<file path="src/rtl/ext_loader_pkg.sv">
// Shared opcodes, FSM states and decode helpers
// for the host-driven RAM/register loader.
package ext_loader_pkg;

  localparam logic [7:0] OP_INST_WR = 8'h01;
  localparam logic [7:0] OP_DATA_WR = 8'h02;
  localparam logic [7:0] OP_INST_RD = 8'h03;
  localparam logic [7:0] OP_DATA_RD = 8'h04;
  localparam logic [7:0] OP_REG_RD  = 8'h05;
  localparam logic [7:0] OP_CLR_ERR = 8'h06;

  typedef enum logic [2:0] {
    S_OPCODE,
    S_ADDR,
    S_WDATA,
    S_ISSUE,
    S_WAIT,
    S_CAPTURE,
    S_SEND
  } state_t;

  function automatic logic is_write(
    input logic [7:0] op
  );
    return (op == OP_INST_WR) ||
           (op == OP_DATA_WR);
  endfunction

  // Register reads carry a single address byte.
  function automatic logic [1:0] last_addr(
    input logic [7:0] op
  );
    return (op == OP_REG_RD) ? 2'd0 : 2'd1;
  endfunction

endpackage

</file>
<file path="src/rtl/ext_loader_if.sv">
// Host byte streams: commands in, responses out,
// each with a valid/ready handshake.
interface ext_loader_if;
  logic       in_valid;
  logic       in_ready;
  logic [7:0] in_data;
  logic       out_valid;
  logic       out_ready;
  logic [7:0] out_data;

  modport master (
    output in_valid, in_data, out_ready,
    input  in_ready, out_valid, out_data
  );

  modport slave (
    input  in_valid, in_data, out_ready,
    output in_ready, out_valid, out_data
  );
endinterface

</file>
<file path="src/rtl/ext_loader_byte_serializer.sv">
// Sends a loaded 32-bit word as four bytes,
// least significant first, over valid/ready.
module byte_serializer (
  input  logic        clock,
  input  logic        reset,
  input  logic        load,
  input  logic [31:0] word,
  output logic        out_valid,
  input  logic        out_ready,
  output logic [7:0]  out_data,
  output logic        done
);

  logic [31:0] sh_q;
  logic [1:0]  cnt_q;
  logic        vld_q;
  logic        fire;

  assign fire = vld_q && out_ready;

  always_ff @(posedge clock or posedge reset) begin
    if (reset) begin
      sh_q  <= '0;
      cnt_q <= '0;
      vld_q <= 1'b0;
    end else if (load) begin
      sh_q  <= word;
      cnt_q <= '0;
      vld_q <= 1'b1;
    end else if (fire) begin
      // Zero fill leaves out_data at 0 once idle.
      sh_q  <= {8'h00, sh_q[31:8]};
      cnt_q <= cnt_q + 2'd1;
      if (cnt_q == 2'd3) vld_q <= 1'b0;
    end
  end

  assign out_valid = vld_q;
  assign out_data  = sh_q[7:0];
  assign done      = fire && (cnt_q == 2'd3);

endmodule

</file>
<file path="src/rtl/ext_loader.sv">
// Byte-command loader: writes/reads instruction and
// data RAMs and reads the register bank for a host.
module ext_loader
  import ext_loader_pkg::*;
#(
  parameter int ADDR_W = 16
) (
  input  logic              clock,
  input  logic              reset,
  ext_loader_if.slave       host,
  output logic [ADDR_W-1:0] inst_ext_address,
  output logic              inst_ext_write,
  output logic [31:0]       inst_ext_in_data,
  input  logic [31:0]       inst_ext_out_data,
  output logic [ADDR_W-1:0] data_ext_address,
  output logic              data_ext_write,
  output logic [31:0]       data_ext_in_data,
  input  logic [31:0]       data_ext_out_data,
  output logic [4:0]        reg_ext_address,
  output logic              reg_ext_read,
  input  logic [31:0]       reg_ext_out_data,
  output logic              busy,
  output logic              error
);

  state_t      state_q, state_d;
  logic [7:0]  op_q;
  logic [15:0] addr_q;
  logic [31:0] wdata_q;
  logic [1:0]  cnt_q;
  logic        err_q;

  logic        in_rdy, fire;
  logic        op_rw, op_clr;
  logic        load, ser_done;
  logic        active, issue;
  logic        inst_sel, data_sel, reg_sel;
  logic [31:0] rd_word;
  logic [ADDR_W-1:0] addr_w;

  assign in_rdy = !reset &&
    (state_q inside {S_OPCODE, S_ADDR, S_WDATA});
  assign fire   = host.in_valid && in_rdy;
  assign op_rw  = host.in_data inside
    {[OP_INST_WR:OP_REG_RD]};
  assign op_clr = host.in_data == OP_CLR_ERR;

  always_comb begin
    state_d = state_q;
    load    = 1'b0;
    unique case (state_q)
      S_OPCODE:
        if (fire) begin
          unique case (1'b1)
            op_rw:   state_d = S_ADDR;
            default: state_d = S_OPCODE;
          endcase
        end
      S_ADDR:
        if (fire && cnt_q == last_addr(op_q))
          state_d = is_write(op_q) ? S_WDATA
                                   : S_ISSUE;
      S_WDATA:
        if (fire && cnt_q == 2'd3)
          state_d = S_ISSUE;
      S_ISSUE:
        state_d = is_write(op_q) ? S_OPCODE
                                 : S_WAIT;
      S_WAIT:
        state_d = S_CAPTURE;
      S_CAPTURE: begin
        load    = 1'b1;
        state_d = S_SEND;
      end
      S_SEND:
        if (ser_done) state_d = S_OPCODE;
      default:
        state_d = S_OPCODE;
    endcase
  end

  always_ff @(posedge clock or posedge reset) begin
    if (reset) begin
      state_q <= S_OPCODE;
      op_q    <= '0;
      addr_q  <= '0;
      wdata_q <= '0;
      cnt_q   <= '0;
      err_q   <= 1'b0;
    end else begin
      state_q <= state_d;
      if (state_q != state_d) cnt_q <= '0;
      else if (fire)          cnt_q <= cnt_q + 2'd1;
      if (fire) begin
        unique case (state_q)
          S_OPCODE: begin
            unique case (1'b1)
              op_rw:   op_q  <= host.in_data;
              op_clr:  err_q <= 1'b0;
              default: err_q <= 1'b1;
            endcase
          end
          S_ADDR:
            addr_q[{cnt_q[0], 3'b000} +: 8]
              <= host.in_data;
          S_WDATA:
            wdata_q[{cnt_q, 3'b000} +: 8]
              <= host.in_data;
          default: ;
        endcase
      end
    end
  end

  assign active = state_q inside
    {S_ISSUE, S_WAIT, S_CAPTURE};
  assign issue  = state_q == S_ISSUE;
  assign addr_w = ADDR_W'(addr_q);

  assign inst_sel = op_q inside {OP_INST_WR, OP_INST_RD};
  assign data_sel = op_q inside {OP_DATA_WR, OP_DATA_RD};
  assign reg_sel  = op_q == OP_REG_RD;

  // Ports stay quiet unless a command is driving them.
  assign inst_ext_address =
    (active && inst_sel) ? addr_w : '0;
  assign data_ext_address =
    (active && data_sel) ? addr_w : '0;
  assign inst_ext_write = issue && op_q == OP_INST_WR;
  assign data_ext_write = issue && op_q == OP_DATA_WR;
  assign inst_ext_in_data =
    inst_ext_write ? wdata_q : '0;
  assign data_ext_in_data =
    data_ext_write ? wdata_q : '0;
  assign reg_ext_read    = active && reg_sel;
  assign reg_ext_address =
    reg_ext_read ? addr_q[4:0] : '0;

  always_comb begin
    rd_word = inst_ext_out_data;
    if (data_sel)     rd_word = data_ext_out_data;
    else if (reg_sel) rd_word = reg_ext_out_data;
  end

  byte_serializer u_ser (
    .clock     (clock),
    .reset     (reset),
    .load      (load),
    .word      (rd_word),
    .out_valid (host.out_valid),
    .out_ready (host.out_ready),
    .out_data  (host.out_data),
    .done      (ser_done)
  );

  assign host.in_ready = in_rdy;
  assign busy  = state_q != S_OPCODE;
  assign error = err_q;

endmodule
</file>
<file path="src/flat_wrapper.sv">
// flat-port wrapper written by rule: the top's interface ports become plain ports
module ext_loader_flat import ext_loader_pkg::*;
#(
  parameter int ADDR_W = 16
)
  (clock, reset, inst_ext_address, inst_ext_write, inst_ext_in_data, inst_ext_out_data, data_ext_address, data_ext_write, data_ext_in_data, data_ext_out_data, reg_ext_address, reg_ext_read, reg_ext_out_data, busy, error, host_in_valid, host_in_data, host_out_ready, host_in_ready, host_out_valid, host_out_data);
  ext_loader_if host_i ();
  input  logic clock;
  input  logic reset;
  output logic [ADDR_W-1:0] inst_ext_address;
  output logic inst_ext_write;
  output logic [31:0] inst_ext_in_data;
  input  logic [31:0] inst_ext_out_data;
  output logic [ADDR_W-1:0] data_ext_address;
  output logic data_ext_write;
  output logic [31:0] data_ext_in_data;
  input  logic [31:0] data_ext_out_data;
  output logic [4:0] reg_ext_address;
  output logic reg_ext_read;
  input  logic [31:0] reg_ext_out_data;
  output logic busy;
  output logic error;
  input wire logic [$bits(host_i.in_valid)-1:0] host_in_valid;
  input wire logic [$bits(host_i.in_data)-1:0] host_in_data;
  input wire logic [$bits(host_i.out_ready)-1:0] host_out_ready;
  output wire logic [$bits(host_i.in_ready)-1:0] host_in_ready;
  output wire logic [$bits(host_i.out_valid)-1:0] host_out_valid;
  output wire logic [$bits(host_i.out_data)-1:0] host_out_data;
  assign host_i.in_valid = host_in_valid;
  assign host_i.in_data = host_in_data;
  assign host_i.out_ready = host_out_ready;
  assign host_in_ready = host_i.in_ready;
  assign host_out_valid = host_i.out_valid;
  assign host_out_data = host_i.out_data;
  ext_loader #(.ADDR_W(ADDR_W)) u_core (.clock(clock), .reset(reset), .host(host_i), .inst_ext_address(inst_ext_address), .inst_ext_write(inst_ext_write), .inst_ext_in_data(inst_ext_in_data), .inst_ext_out_data(inst_ext_out_data), .data_ext_address(data_ext_address), .data_ext_write(data_ext_write), .data_ext_in_data(data_ext_in_data), .data_ext_out_data(data_ext_out_data), .reg_ext_address(reg_ext_address), .reg_ext_read(reg_ext_read), .reg_ext_out_data(reg_ext_out_data), .busy(busy), .error(error));
endmodule
</file>
<file path="config.mk">
export PLATFORM = sky130hd
export DESIGN_NAME = ext_loader_flat
export DESIGN_NICKNAME = d
export VERILOG_FILES = /design/src/rtl/ext_loader_pkg.sv /design/src/rtl/ext_loader_if.sv /design/src/rtl/ext_loader_byte_serializer.sv /design/src/rtl/ext_loader.sv /design/src/flat_wrapper.sv
export SDC_FILE = /design/constraint.sdc
export NUM_CORES = 1
export LEC_CHECK = 0
export BUFFER_PORTS_ARGS = -buffer_cell sky130_fd_sc_hd__buf_2
export CORE_ASPECT_RATIO = 1.2
export CORE_MARGIN = 1.5
export CORE_UTILIZATION = 53
export CTS_CLUSTER_SIZE = 12
export DETAILED_ROUTE_END_ITERATION = 8
export PLACE_DENSITY = 0.86
export SYNTH_ARGS = -nofsm -noshare
export SYNTH_HDL_FRONTEND = slang
export SYNTH_SLANG_ARGS = --single-unit
</file>
<file path="constraint.sdc">
create_clock -name clock -period 3.94 [get_ports clock]
set_input_delay 0.197 -clock clock [delete_from_list [all_inputs] [get_ports clock]]
set_output_delay 0.197 -clock clock [all_outputs]
set_load 0.01 [all_outputs]
</file>
==> results.json <==
{
  "ys_seq_area_share_pct": 42.6,
  "path_clk_slew_ps": 60,
  "synthSimpleGateAreaFrac_pct": 27.5,
  "synth_top_family_by_area": "simple AND/OR/NAND/NOR gates",
  "grt_overflow_total": 0,
  "die_y_um": 117,
  "ys.flop_type": "dfrtp_1",
  "gp_congestion": 0.900,
  "setup_ws_ps": 753,
  "max_freq_mhz": 314,
  "slowest_stage": "nor4b_4",
  "ant_nets": 0,
  "end_kind": "primary output",
  "io_pins": 224,
  "numPortBuffers": 223,
  "cpPeakStageDelay_ps": 880,
  "p_sw_w": 0.00127,
  "slew_headroom_pct": 22.6,
  "worstPathArrival_ps": 2990,
  "maxCapViolCount": 0,
  "path_max_fanout": 26,
  "post-cts-setup-buffers": 0,
  "synth_mux_area_share_pct": 3.91,
  "final-max-slew-violation-count": 0,
  "wl_per_cell_um": 16.7,
  "pwr-share-comb_pct": 31.2,
  "diodes": 0,
  "syn-num-nets": 746,
  "vdd_drop_max_mv": 0.280,
  "yosysUniqueCellTypes": 48,
  "p_clk_share_pct": 24.2,
  "hold_class": "input pin to asynchronous set/reset pin",
  "core_area_sq_um": 10500,
  "worst-path-buf-inv": 2,
  "ys_ff_latch": 97,
  "tightest_slew_ps": 1150,
  "async_flop_share_pct": 100,
  "numCtsBuffers": 9,
  "wl_um": 15800,
  "internal_power_w": 0.00229,
  "finalSetupViolCount": 0,
  "cts_hold_buf": 0,
  "worstPathRequired_ps": 3740,
  "p_seq_share_pct": 44.6,
  "hold_viol_final": 0,
  "grt_pass1_wl_um": 24500,
  "avgViaCountPerCell": 5.83,
  "synth_compound_area_share_pct": 18.4,
  "pre_cts_ws_ps": 1140,
  "drc_errors": 0,
  "synthCells": 632,
  "tritoncts": "yes",
  "r2r_slack_ps": 1390,
  "grt_pass1_vias": 5007,
  "clk-insertion-delay-late_ps": 340,
  "grt_max_degree": 66,
  "yosys_warnings": 0,
  "fin_crit_ps": 3190,
  "vias": 5507,
  "synthToLayoutAreaGrowth_pct": 23.2,
  "synthesis.area_sq_um": 5700,
  "synth_edf_count": 0,
  "dp_hpwl_um": 11400,
  "r2r_start": "u_core.op_q[0]",
  "path_delay_family": "simple AND/OR/NAND/NOR gates",
  "worstSetupPathType": "flop to primary output",
  "synth_xor_xnor_area_share_pct": 0.768,
  "dr.first_iter.drc_count": 525,
  "yosys.area_share.adder_pct": 1.32,
  "p_sw_share_pct": 35.6,
  "antenna_found_initial": 0,
  "fin_nets": 926,
  "skew_ps": 6.04,
  "power_density_nw_per_um2": 506,
  "n_fill_cell": 833,
  "die_area_sq_um": 11400,
  "ctsLongestPathBuffers": 2,
  "p_total_w": 0.00356,
  "initial_core_util_pct": 54.2,
  "tns_ps": 0,
  "r2r_cells": 4,
  "path_cells": "clkinv_1 -> nor4b_4 -> and2_1 -> buf_2",
  "clockRootBuffer": "clkbuf_16",
  "track_usage_pct": 26.9,
  "cts.sinks": 97,
  "start_kind": "flop",
  "outcome": "completed",
  "cts_resized": 0,
  "final_layout_size_suffix_gt1_share_pct": 33.1,
  "grt_setup_unrepaired": "no",
  "fin_crit_sh_pct": 80.9,
  "htree_levels": 3,
  "r2r_end": "u_core.u_ser.sh_q[9]",
  "syn_area_per_cell_sq_um": 9.02,
  "rows": 41,
  "dr.pass1.iters": 5,
  "p_leak_nw": 3.50,
  "die_w_um": 97.7
}
[cell usage after synthesis (4+ instances only)]
cell type    n  area, sq um
a21oi_1      5         25.0
a221oi_1    24          210
a31oi_1     25          156
a32o_1      24          240
and2_1     106          663
and3_1       4         25.0
buf_2       17         85.1
buf_4       11         82.6
clkbuf_1    27          101
dfrtp_1     97         2430
ha_1         6         75.1
inv_1        6         22.5
mux2_2      18          203
nand2_1    120          450
nand3_1     14         70.1
nor2_1       9         33.8
nor2b_1      7         43.8
nor3_1       5         25.0
nor3b_1      4         30.0
o21ai_0     47          235
o22ai_1      8         50.1
o32a_1       8         80.1
xnor2_1      4         35.0
[kinds of logic after synthesis]
| group | count (synthesis) |
|---|---|
| and+or+nand+nor | 291 |
| adders and majority gates | 6 |
| muxes | 20 |
| buffers and inverters | 66 |
| xor gates and xnor gates | 5 |
| AOI/OAI and AO/OA | 147 |
| DFF | 97 |
[power by group through the flow]
| stage | Sequential (W) | Clock, W | Combinational [W] |
|---|---|---|---|
| 6_report | 0.00159 | 0.000859 | 0.00111 |
| 5_1_grt | 0.00163 | 0.000904 | 0.00124 |
| 4_1_cts | 0.00158 | 0.000861 | 0.00110 |
| 3_5_place_dp | 0.00160 | 0 | 0.00109 |
| 3_3_place_gp | 0.00158 | 0 | 0.00104 |
| 2_1_floorplan | 0.00148 | 0 | 0.000905 |
[flip-flops by register name, summed over array words and instances (netlist names)]
register                flops
u_core.addr_q              16
u_core.state_q              3
u_core.u_ser.out_valid      1
u_core.error                1
u_core.u_ser.sh_q          32
u_core.cnt_q                2
u_core.op_q                 8
u_core.u_ser.cnt_q          2
u_core.wdata_q             32
[per-stage QoR]
stage          std cells  cell area, sq um  util (%)  hold slack (ps)
3_3_place_gp         930              6740      64.1              405
4_1_cts              944              7020      66.8             53.2
3_5_place_dp         930              6740      64.1              421
6_report             944              7020      66.8             26.0
5_1_grt              944              7020      66.8             95.1
2_1_floorplan        632              5700         -              333
[layout make-up]
cell class,count,area [sq um],area share (%)
clock inverter,3,42.5,0.606
timing repair buffer,227,1150,16.3
inverter,8,32.5,0.463
tap,129,161,2.30
multi-input combinational,469,2970,42.3
sequential,97,2430,34.6
clock buffer,11,243,3.46
[worst register-to-register path: stages, from the launching register on]
cell      delay [ps]
dfrtp_1          600
clkinv_1         810
a32o_1           520
a221oi_1         340
a31oi_1          100
[layout by cell type (no fill, tap or decap), drive strengths merged, types with 3 or more instances in the layout]
cell,netlist,layout
buf,29,227
nand2,121,121
and2,106,106
dfrtp,97,97
o21ai,47,47
a31oi,25,25
a32o,24,24
a221oi,24,24
mux2,18,18
nand3,14,14
clkbuf,29,11
nor2,10,10
o32a,8,8
o22ai,8,8
nor2b,7,7
ha,6,6
inv,6,6
nor3,5,5
a21oi,5,5
nor3b,5,5
nor4,5,5
and3,4,4
xnor2,4,4
nand4,3,3
nand2b,3,3
clkinv,2,3
[routing by layer]
metal / routed length [um] / up-vias / global-route usage, %
met5: 0 / - / 0
met2: 7860 / 262 / 45.3
met3: 901 / 46 / 4.31
li1: - / 2587 / -
met1: 6510 / 2612 / 34.2
met4: 518 / 0 / 13.3
[how the worst max path moves through the flow]
stage	start	end	slack, ps	cells after the start
6_report	u_core.op_q[0]	inst_ext_address[0]	750	4
5_1_grt	u_core.op_q[0]	inst_ext_address[6]	570	4
4_1_cts	u_core.op_q[0]	inst_ext_address[0]	790	4
3_5_place_dp	u_core.op_q[0]	inst_ext_address[0]	1140	4
3_3_place_gp	u_core.op_q[5]	data_ext_in_data[3]	1420	5
2_1_floorplan	reset	u_core.addr_q[0]	1210	1
(Power assumes the default switching activity.)
